File: src/rtl/key_pkg.sv
// Shared types and key indices for the DE2 push-button conditioner.
package key_pkg;

    typedef enum logic [1:0] {
        K_RELEASED = 2'd0,
        K_PRESSED  = 2'd1,
        K_REPEAT   = 2'd2
    } key_state_t;

    localparam int NUM_KEYS   = 4;
    localparam int KEY_SELECT = 3;
    localparam int KEY_BACK   = 2;
    localparam int KEY_UP     = 1;
    localparam int KEY_DOWN   = 0;

    function automatic int max3(input int a, input int b, input int c);
        int m;
        m = (a > b) ? a : b;
        return (m > c) ? m : c;
    endfunction

endpackage

File: src/rtl/key_channel.sv
// One push-button lane: 2-flop synchroniser, debounce counter, and the
// press/auto-repeat FSM producing registered one-cycle pulses.
module key_channel
    import key_pkg::*;
#(
    parameter int DEBOUNCE_CYC      = 20000,
    parameter int REPEAT_DELAY_CYC  = 400000,
    parameter int REPEAT_PERIOD_CYC = 100000,
    parameter bit REPEAT_EN         = 1'b0
) (
    input  logic i_clk,
    input  logic i_rst,
    input  logic i_key_n,
    input  logic i_repeat_inhibit,
    output logic o_pulse,
    output logic o_held,
    output logic o_stable
);

    localparam int CNT_W = $clog2(max3(DEBOUNCE_CYC, REPEAT_DELAY_CYC, REPEAT_PERIOD_CYC)) + 1;
    localparam logic [CNT_W-1:0] DB_LAST  = CNT_W'(DEBOUNCE_CYC - 1);
    localparam logic [CNT_W-1:0] DLY_LAST = CNT_W'(REPEAT_DELAY_CYC - 1);
    localparam logic [CNT_W-1:0] PER_LAST = CNT_W'(REPEAT_PERIOD_CYC - 1);

    logic [1:0]       r_sync;
    logic [CNT_W-1:0] r_db_cnt;
    logic             r_stable;
    key_state_t       r_state;
    logic [CNT_W-1:0] r_rep_cnt;
    logic             r_pulse;
    logic             r_held;
    logic             w_inhibit;

    assign w_inhibit = i_repeat_inhibit & REPEAT_EN;

    // Stable level only flips after DEBOUNCE_CYC consecutive disagreeing samples.
    always_ff @(posedge i_clk) begin
        if (i_rst) begin
            r_sync   <= 2'b00;
            r_db_cnt <= '0;
            r_stable <= 1'b0;
        end else begin
            r_sync <= {r_sync[0], ~i_key_n};
            if (r_sync[1] == r_stable) begin
                r_db_cnt <= '0;
            end else if (r_db_cnt == DB_LAST) begin
                r_stable <= r_sync[1];
                r_db_cnt <= '0;
            end else begin
                r_db_cnt <= r_db_cnt + 1'b1;
            end
        end
    end

    // Release is checked first so it beats a coinciding repeat terminal count.
    always_ff @(posedge i_clk) begin
        if (i_rst) begin
            r_state   <= K_RELEASED;
            r_rep_cnt <= '0;
            r_pulse   <= 1'b0;
            r_held    <= 1'b0;
        end else begin
            r_pulse <= 1'b0;
            r_held  <= r_stable;
            if (!r_stable) begin
                r_state   <= K_RELEASED;
                r_rep_cnt <= '0;
            end else begin
                case (r_state)
                    K_RELEASED: begin
                        r_state   <= K_PRESSED;
                        r_pulse   <= 1'b1;
                        r_rep_cnt <= '0;
                    end
                    K_PRESSED: begin
                        if (REPEAT_EN) begin
                            if (w_inhibit) begin
                                r_rep_cnt <= '0;
                            end else if (r_rep_cnt == DLY_LAST) begin
                                r_state   <= K_REPEAT;
                                r_pulse   <= 1'b1;
                                r_rep_cnt <= '0;
                            end else begin
                                r_rep_cnt <= r_rep_cnt + 1'b1;
                            end
                        end
                    end
                    K_REPEAT: begin
                        if (w_inhibit) begin
                            r_rep_cnt <= '0;
                        end else if (r_rep_cnt == PER_LAST) begin
                            r_pulse   <= 1'b1;
                            r_rep_cnt <= '0;
                        end else begin
                            r_rep_cnt <= r_rep_cnt + 1'b1;
                        end
                    end
                    default: begin
                        r_state   <= K_RELEASED;
                        r_rep_cnt <= '0;
                    end
                endcase
            end
        end
    end

    assign o_pulse  = r_pulse;
    assign o_held   = r_held;
    assign o_stable = r_stable;

endmodule

File: src/rtl/key_conditioner.sv
// Four debounced key lanes with up/down auto-repeat and mutual repeat
// suppression while both up and down are held.
module key_conditioner
    import key_pkg::*;
#(
    parameter int DEBOUNCE_CYC      = 20000,
    parameter int REPEAT_DELAY_CYC  = 400000,
    parameter int REPEAT_PERIOD_CYC = 100000
) (
    input  logic       i_clk,
    input  logic       i_rst,
    input  logic [3:0] i_key_n,
    output logic       o_select,
    output logic       o_back,
    output logic       o_up,
    output logic       o_down,
    output logic [3:0] o_held
);

    logic [NUM_KEYS-1:0] w_pulse;
    logic [NUM_KEYS-1:0] w_held;
    logic [NUM_KEYS-1:0] w_stable;

    // Each lane is inhibited by its pair partner's stable level (up<->down,
    // select<->back); a pressed lane plus a pressed partner means both held.
    // Select/back ignore the input since they never repeat.
    for (genvar k = 0; k < NUM_KEYS; k++) begin : g_key
        key_channel #(
            .DEBOUNCE_CYC      (DEBOUNCE_CYC),
            .REPEAT_DELAY_CYC  (REPEAT_DELAY_CYC),
            .REPEAT_PERIOD_CYC (REPEAT_PERIOD_CYC),
            .REPEAT_EN         ((k == KEY_UP) || (k == KEY_DOWN))
        ) u_ch (
            .i_clk            (i_clk),
            .i_rst            (i_rst),
            .i_key_n          (i_key_n[k]),
            .i_repeat_inhibit (w_stable[k ^ 1]),
            .o_pulse          (w_pulse[k]),
            .o_held           (w_held[k]),
            .o_stable         (w_stable[k])
        );
    end

    assign o_select = w_pulse[KEY_SELECT];
    assign o_back   = w_pulse[KEY_BACK];
    assign o_up     = w_pulse[KEY_UP];
    assign o_down   = w_pulse[KEY_DOWN];
    assign o_held   = w_held;

endmodule

File: config.mk
export PLATFORM = sky130hd
export DESIGN_NAME = key_conditioner
export DESIGN_NICKNAME = d
export VERILOG_FILES = /design/src/rtl/key_pkg.sv /design/src/rtl/key_channel.sv /design/src/rtl/key_conditioner.sv
export SDC_FILE = /design/constraint.sdc
export NUM_CORES = 1
export LEC_CHECK = 0
export BUFFER_PORTS_ARGS = -buffer_cell sky130_fd_sc_hd__buf_2
export CAP_MARGIN = 40
export CELL_PAD_IN_SITES_DETAIL_PLACEMENT = 0
export CELL_PAD_IN_SITES_GLOBAL_PLACEMENT = 1
export CORE_ASPECT_RATIO = 1.5
export CORE_UTILIZATION = 48
export DETAILED_ROUTE_END_ITERATION = 16
export PLACE_DENSITY = 0.78
export SYNTH_ARGS = -nofsm -noshare
export SYNTH_HDL_FRONTEND = slang
export SYNTH_SLANG_ARGS = --single-unit
File: constraint.sdc
create_clock -name i_clk -period 2.6 [get_ports i_clk]
set_clock_uncertainty 0.2 [all_clocks]
set_input_delay 0 -clock i_clk [delete_from_list [all_inputs] [get_ports i_clk]]
set_output_delay 0 -clock i_clk [all_outputs]
set_load 0.01 [all_outputs]
==> impl_results.html <==
<table>
<tr><th>Metric</th><th>Value</th></tr>
<tr><th colspan="2">Status</th></tr>
<tr><td>Result of the run</td><td>complete, no violations</td></tr>
<tr><th colspan="2">Critical path</th></tr>
<tr><td>Cell-by-cell trace of the critical path</td><td>ha_1, nand3_1, or4_1, or3_1, a221oi_1</td></tr>
<tr><td>Worst reg2reg setup slack</td><td>0.30 ns</td></tr>
<tr><td>Maximum fanout along the worst path</td><td>6</td></tr>
<tr><td>Type of element launching the critical path</td><td>register</td></tr>
<tr><td>Required @ worst endpoint</td><td>2.71 ns</td></tr>
<tr><td>Startpoint of the most critical register-to-register path</td><td>g_key[1].u_ch.r_rep_cnt[0]$_SDFF_PP0_</td></tr>
<tr><td>Slowest library cell on the worst path</td><td>sky130_fd_sc_hd__or4_1</td></tr>
<tr><td>Arr. time, crit path</td><td>about 2.4 ns</td></tr>
<tr><td>Number of cells on the worst reg-to-reg path</td><td>5</td></tr>
<tr><td>Critical Path Start</td><td>g_key[1].u_ch.r_rep_cnt[0]$_SDFF_PP0_</td></tr>
<tr><td>Class of the most critical setup path</td><td>register to register</td></tr>
<tr><td>Delay of the slowest critical-path stage</td><td>between 0.6 and 0.7 ns</td></tr>
<tr><td>Endpoint of the worst setup timing path</td><td>g_key[1].u_ch.r_rep_cnt[16]$_SDFF_PP0_</td></tr>
<tr><td>CP Capture Type</td><td>register</td></tr>
<tr><td>Endpoint of the worst register-to-register path</td><td>g_key[1].u_ch.r_rep_cnt[16]$_SDFF_PP0_</td></tr>
<tr><th colspan="2">Cells and area</th></tr>
<tr><td>Most common cell after layout, fill and taps aside</td><td>sky130_fd_sc_hd__dfxtp_1</td></tr>
<tr><td>Post-route insts no fill</td><td>between 900 and 1k</td></tr>
<tr><td>Commonest cells after routing, fill and taps aside</td><td>sky130_fd_sc_hd__dfxtp_1 (146), sky130_fd_sc_hd__nor2_1 (74), sky130_fd_sc_hd__nand2_1 (46), sky130_fd_sc_hd__xnor2_1 (45), sky130_fd_sc_hd__nand3_1 (41)</td></tr>
<tr><td>N_diodes</td><td>0</td></tr>
<tr><td>Finished layout cell area</td><td>approximately 7700 um^2</td></tr>
<tr><td>Share of layout cells above drive strength 1</td><td>8.94%</td></tr>
<tr><td>Synth-to-Final Area Change</td><td>13.8%</td></tr>
<tr><td>Final-stage net count</td><td>between 800 and 900</td></tr>
<tr><th colspan="2">Place</th></tr>
<tr><td>Routability Congestion</td><td>around 0.80</td></tr>
<tr><td>Cells after DPL</td><td>915</td></tr>
<tr><td>IO Port Bufs</td><td>13</td></tr>
<tr><td>Placement Setup Slack</td><td>roughly 0.28 ns</td></tr>
<tr><td>Instance area after placement</td><td>6960 um^2</td></tr>
<tr><td>Half-perimeter wire length of the detailed placement result</td><td>~9.2 mm</td></tr>
<tr><th colspan="2">STA</th></tr>
<tr><td>Final critical-path setup slack</td><td>approximately 0.3 ns</td></tr>
<tr><td>Setup-violating endpoint count in the final report</td><td>0</td></tr>
<tr><td>Final-report hold violation count</td><td>0</td></tr>
<tr><td>Setup repair after global routing missed its margin</td><td>no</td></tr>
<tr><td>Final clock period utilization by the worst path</td><td>between 80 and 90%</td></tr>
<tr><td>Fin crit period</td><td>around 2.3 ns</td></tr>
<tr><td>Max-slew violation total from the final report</td><td>0</td></tr>
<tr><td>Tightest slew margin relative to the limit</td><td>57.8%</td></tr>
<tr><td>Final total negative setup slack</td><td>0 ns</td></tr>
<tr><td>Achievable frequency</td><td>between 400 and 500 MHz</td></tr>
<tr><td>Least-Margin Pin Slew</td><td>roughly 0.63 ns</td></tr>
<tr><th colspan="2">Drt</th></tr>
<tr><td>Via count</td><td>around 5.5k</td></tr>
<tr><td>DR pass1 iterations</td><td>4</td></tr>
<tr><td>Post-route DRC</td><td>0</td></tr>
<tr><td>Post-detailed-route count of antenna-violating nets</td><td>0</td></tr>
<tr><td>Via-to-Cell Ratio</td><td>approximately 5.7</td></tr>
<tr><td>Detailed-route wire length</td><td>approximately 13 mm</td></tr>
<tr><td>First DRT Iteration DRCs</td><td>~150</td></tr>
<tr><td>Wirelength per Cell</td><td>approximately 14 um</td></tr>
<tr><th colspan="2">Yosys</th></tr>
<tr><td>Seq/Total Area, Yosys</td><td>43.3%</td></tr>
<tr><td>Gate count after technology mapping</td><td>between 700 and 800</td></tr>
<tr><td>Netlist cell types</td><td>54</td></tr>
<tr><td>Flops &amp; latches, synth</td><td>146</td></tr>
<tr><td>Ys async rst share</td><td>0%</td></tr>
<tr><td>Yosys synthesis warning count</td><td>0</td></tr>
<tr><td>Synthesized netlist net count</td><td>about 800</td></tr>
<tr><td>Predominant post-synthesis flop cell</td><td>sky130_fd_sc_hd__dfxtp_1</td></tr>
<tr><td>Number of enable flip-flop cells after synthesis</td><td>0</td></tr>
<tr><td>Post-synthesis cell area</td><td>a little under 7000 um^2</td></tr>
<tr><td>Average size of a mapped cell</td><td>roughly 8.9 um^2</td></tr>
<tr><th colspan="2">Pwr</th></tr>
<tr><td>Part of the power in registers</td><td>between 40% and 50%</td></tr>
<tr><td>Power share of the clock group</td><td>53.1%</td></tr>
<tr><td>Comb pwr share</td><td>less than 1%</td></tr>
<tr><td>Leakage power of the design</td><td>about 2.4 nW</td></tr>
<tr><td>Pwr dens</td><td>635 nW/um^2</td></tr>
<tr><td>Switching component of the power</td><td>0.917 mW</td></tr>
<tr><td>Total power</td><td>4.89 mW</td></tr>
<tr><td>Max rail drop VDD</td><td>0.000340 V</td></tr>
<tr><td>Int Pwr</td><td>just under 4 mW</td></tr>
<tr><td>Sw Share</td><td>between 10% and 20%</td></tr>
<tr><th colspan="2">CTS</th></tr>
<tr><td>Number of sinks on the clock net</td><td>approximately 150</td></tr>
<tr><td>Hold-fix buffers at CTS</td><td>9</td></tr>
<tr><td>Post-CTS setup repair buffer count</td><td>0</td></tr>
<tr><td>H-tree lvl count</td><td>4</td></tr>
<tr><td>Post-cts gate resize count</td><td>0</td></tr>
<tr><td>Post-CTS clock slew at the launch and capture registers of the worst setup and hold paths</td><td>about 0.060 ns</td></tr>
<tr><td>Clock insertion delay at the later pin of the skew report</td><td>0.41 ns</td></tr>
<tr><td>CTS tree</td><td>yes</td></tr>
<tr><td>Clock buffer count from CTS</td><td>17</td></tr>
<tr><td>Clk root buf</td><td>sky130_fd_sc_hd__clkbuf_16</td></tr>
<tr><td>Longest Clk Path Bufs</td><td>2</td></tr>
<tr><th colspan="2">Die</th></tr>
<tr><td>Total core area</td><td>~14000 um^2</td></tr>
<tr><td>Die height</td><td>~150 um</td></tr>
<tr><td>Die area</td><td>about 15000 um^2</td></tr>
<tr><td>Die X</td><td>slightly below 100 um</td></tr>
<tr><td>Num rows</td><td>52</td></tr>
<tr><td>I/O pin count</td><td>14</td></tr>
<tr><td>Initial cell density of the core</td><td>between 40% and 50%</td></tr>
<tr><th colspan="2">Worst hold path</th></tr>
<tr><td>Worst min-delay path category</td><td>register to register</td></tr>
<tr><th colspan="2">Global route</th></tr>
<tr><td>Initial antenna violation count</td><td>0</td></tr>
<tr><td>GRT overflow</td><td>0</td></tr>
<tr><td>Vias in the first global route</td><td>around 5.3k</td></tr>
<tr><td>Wire length of the first global-routing pass</td><td>23.4 mm</td></tr>
<tr><td>Pin count of the biggest net entering global routing</td><td>28</td></tr>
<tr><td>Global-route usage over all layers</td><td>19.4%</td></tr>
<tr><th colspan="2">Job</th></tr>
<tr><td>Number of maximum-capacitance constraint violations</td><td>0</td></tr>
</table>
==> flip-flops by register name, indices dropped and copies added (netlist names) <==
register,cells
g_key.u_ch.o_stable,4
g_key.u_ch.o_pulse,4
g_key.u_ch.r_sync,8
g_key.u_ch.o_held,4
g_key.u_ch.r_db_cnt,80
g_key.u_ch.r_state,6
g_key.u_ch.r_rep_cnt,40
==> final cells by class <==
cell class              instances  area (um^2)
clock buffers                  23          488
clock inverters                 9          151
multi-input cells             554         3580
fillers                      1272         5910
inverters                      28          105
repair buffers                 34          245
flip-flops and latches        146         2920
well taps                     162          203
==> worst min path at each step <==
stage,cells after the start,end,startpoint
6_report,1,g_key[2].u_ch.o_pulse$_SDFF_PP0_,g_key[2].u_ch.r_state[0]$_SDFFE_PP0N_
5_1_grt,1,g_key[2].u_ch.o_pulse$_SDFF_PP0_,g_key[2].u_ch.r_state[0]$_SDFFE_PP0N_
3_3_place_gp,2,g_key[3].u_ch.r_sync[0]$_SDFF_PP0_,i_key_n[3]
3_5_place_dp,2,g_key[0].u_ch.r_sync[0]$_SDFF_PP0_,i_key_n[0]
4_1_cts,1,g_key[2].u_ch.o_pulse$_SDFF_PP0_,g_key[2].u_ch.r_state[0]$_SDFFE_PP0N_
2_1_floorplan,1,g_key[0].u_ch.r_sync[0]$_SDFF_PP0_,i_key_n[0]
==> synthesized netlist by cell type (4+ instances only) <==
cell type | n | area (um^2)
sky130_fd_sc_hd__inv_1 | 28 | 105
sky130_fd_sc_hd__nor2b_1 | 12 | 75.1
sky130_fd_sc_hd__and3_1 | 8 | 50.1
sky130_fd_sc_hd__or2_2 | 5 | 31.3
sky130_fd_sc_hd__buf_2 | 7 | 35.0
sky130_fd_sc_hd__nand3_1 | 41 | 205
sky130_fd_sc_hd__mux2i_1 | 4 | 40.0
sky130_fd_sc_hd__a22oi_1 | 6 | 45.0
sky130_fd_sc_hd__a21oi_1 | 28 | 140
sky130_fd_sc_hd__and4_1 | 16 | 140
sky130_fd_sc_hd__xor2_1 | 36 | 315
sky130_fd_sc_hd__dfxtp_1 | 146 | 2920
sky130_fd_sc_hd__o31ai_1 | 7 | 52.6
sky130_fd_sc_hd__nand4_1 | 40 | 250
sky130_fd_sc_hd__o21ai_0 | 25 | 125
sky130_fd_sc_hd__and2_1 | 7 | 43.8
sky130_fd_sc_hd__a211oi_1 | 16 | 120
sky130_fd_sc_hd__clkbuf_1 | 22 | 82.6
sky130_fd_sc_hd__ha_1 | 14 | 175
sky130_fd_sc_hd__or4_1 | 11 | 82.6
sky130_fd_sc_hd__xnor2_1 | 45 | 394
sky130_fd_sc_hd__nor3_1 | 16 | 80.1
sky130_fd_sc_hd__nor4_1 | 31 | 194
sky130_fd_sc_hd__nand2_1 | 46 | 173
sky130_fd_sc_hd__or3_1 | 19 | 119
sky130_fd_sc_hd__nor4b_1 | 8 | 70.1
sky130_fd_sc_hd__nor2_1 | 74 | 278
sky130_fd_sc_hd__buf_4 | 4 | 30.0
sky130_fd_sc_hd__nor3b_1 | 4 | 30.0
==> stage by stage <==
| step | utilization [%] | hold WS (ns) |
|---|---|---|
| finish | 56.6 | 0.187 |
| global placement | 51.2 | -0.0488 |
| CTS | 56.6 | 0.189 |
| floorplan | - | -0.133 |
| detailed placement | 51.2 | -0.0479 |
| global route | 56.6 | 0.205 |
==> worst max-delay path, delay by kind of cell, from the launching register on <==
family | cells | cell delay [ns]
flops | 1 | 0.37
compound gates | 1 | 0.25
simple gates | 3 | 1.16
fa+ha+maj | 1 | 0.23
==> power by group through the flow <==
stage | Sequential [mW] | Combinational (mW) | Clock (mW)
final | 2.25 | 0.0423 | 2.60
after floorplan | 2.30 | 0.0213 | 0
after global routing | 2.25 | 0.0468 | 2.77
after CTS | 2.25 | 0.0425 | 2.67
after detailed placement | 2.30 | 0.0324 | 0
after global placement | 2.30 | 0.0317 | 0
==> cell families after synthesis <==
logic type / Yosys count / synth area share (%)
AND/OR/NAND/NOR: 348 / 28.4
flip-flops: 146 / 43.3
AO/OA/AOI/OAI: 107 / 10.8
XOR/XNOR: 81 / 10.5
buffers and inverters: 62 / 3.81
adder cells (fa/ha/maj): 14 / 2.59
multiplexers: 4 / 0.593
==> routing by layer <==
| layer | vias up | GRT usage (%) | part of all wire, % |
|---|---|---|---|
| li1 | 2809 | - | - |
| met1 | 2590 | 20.6 | 43 |
| met2 | 55 | 36.9 | 54 |
| met3 | 12 | 4.04 | 1.9 |
| met4 | 0 | 7.54 | 1.2 |
| met5 | - | 0 | 0 |
Note: power is estimated with default switching activity, not from simulation.
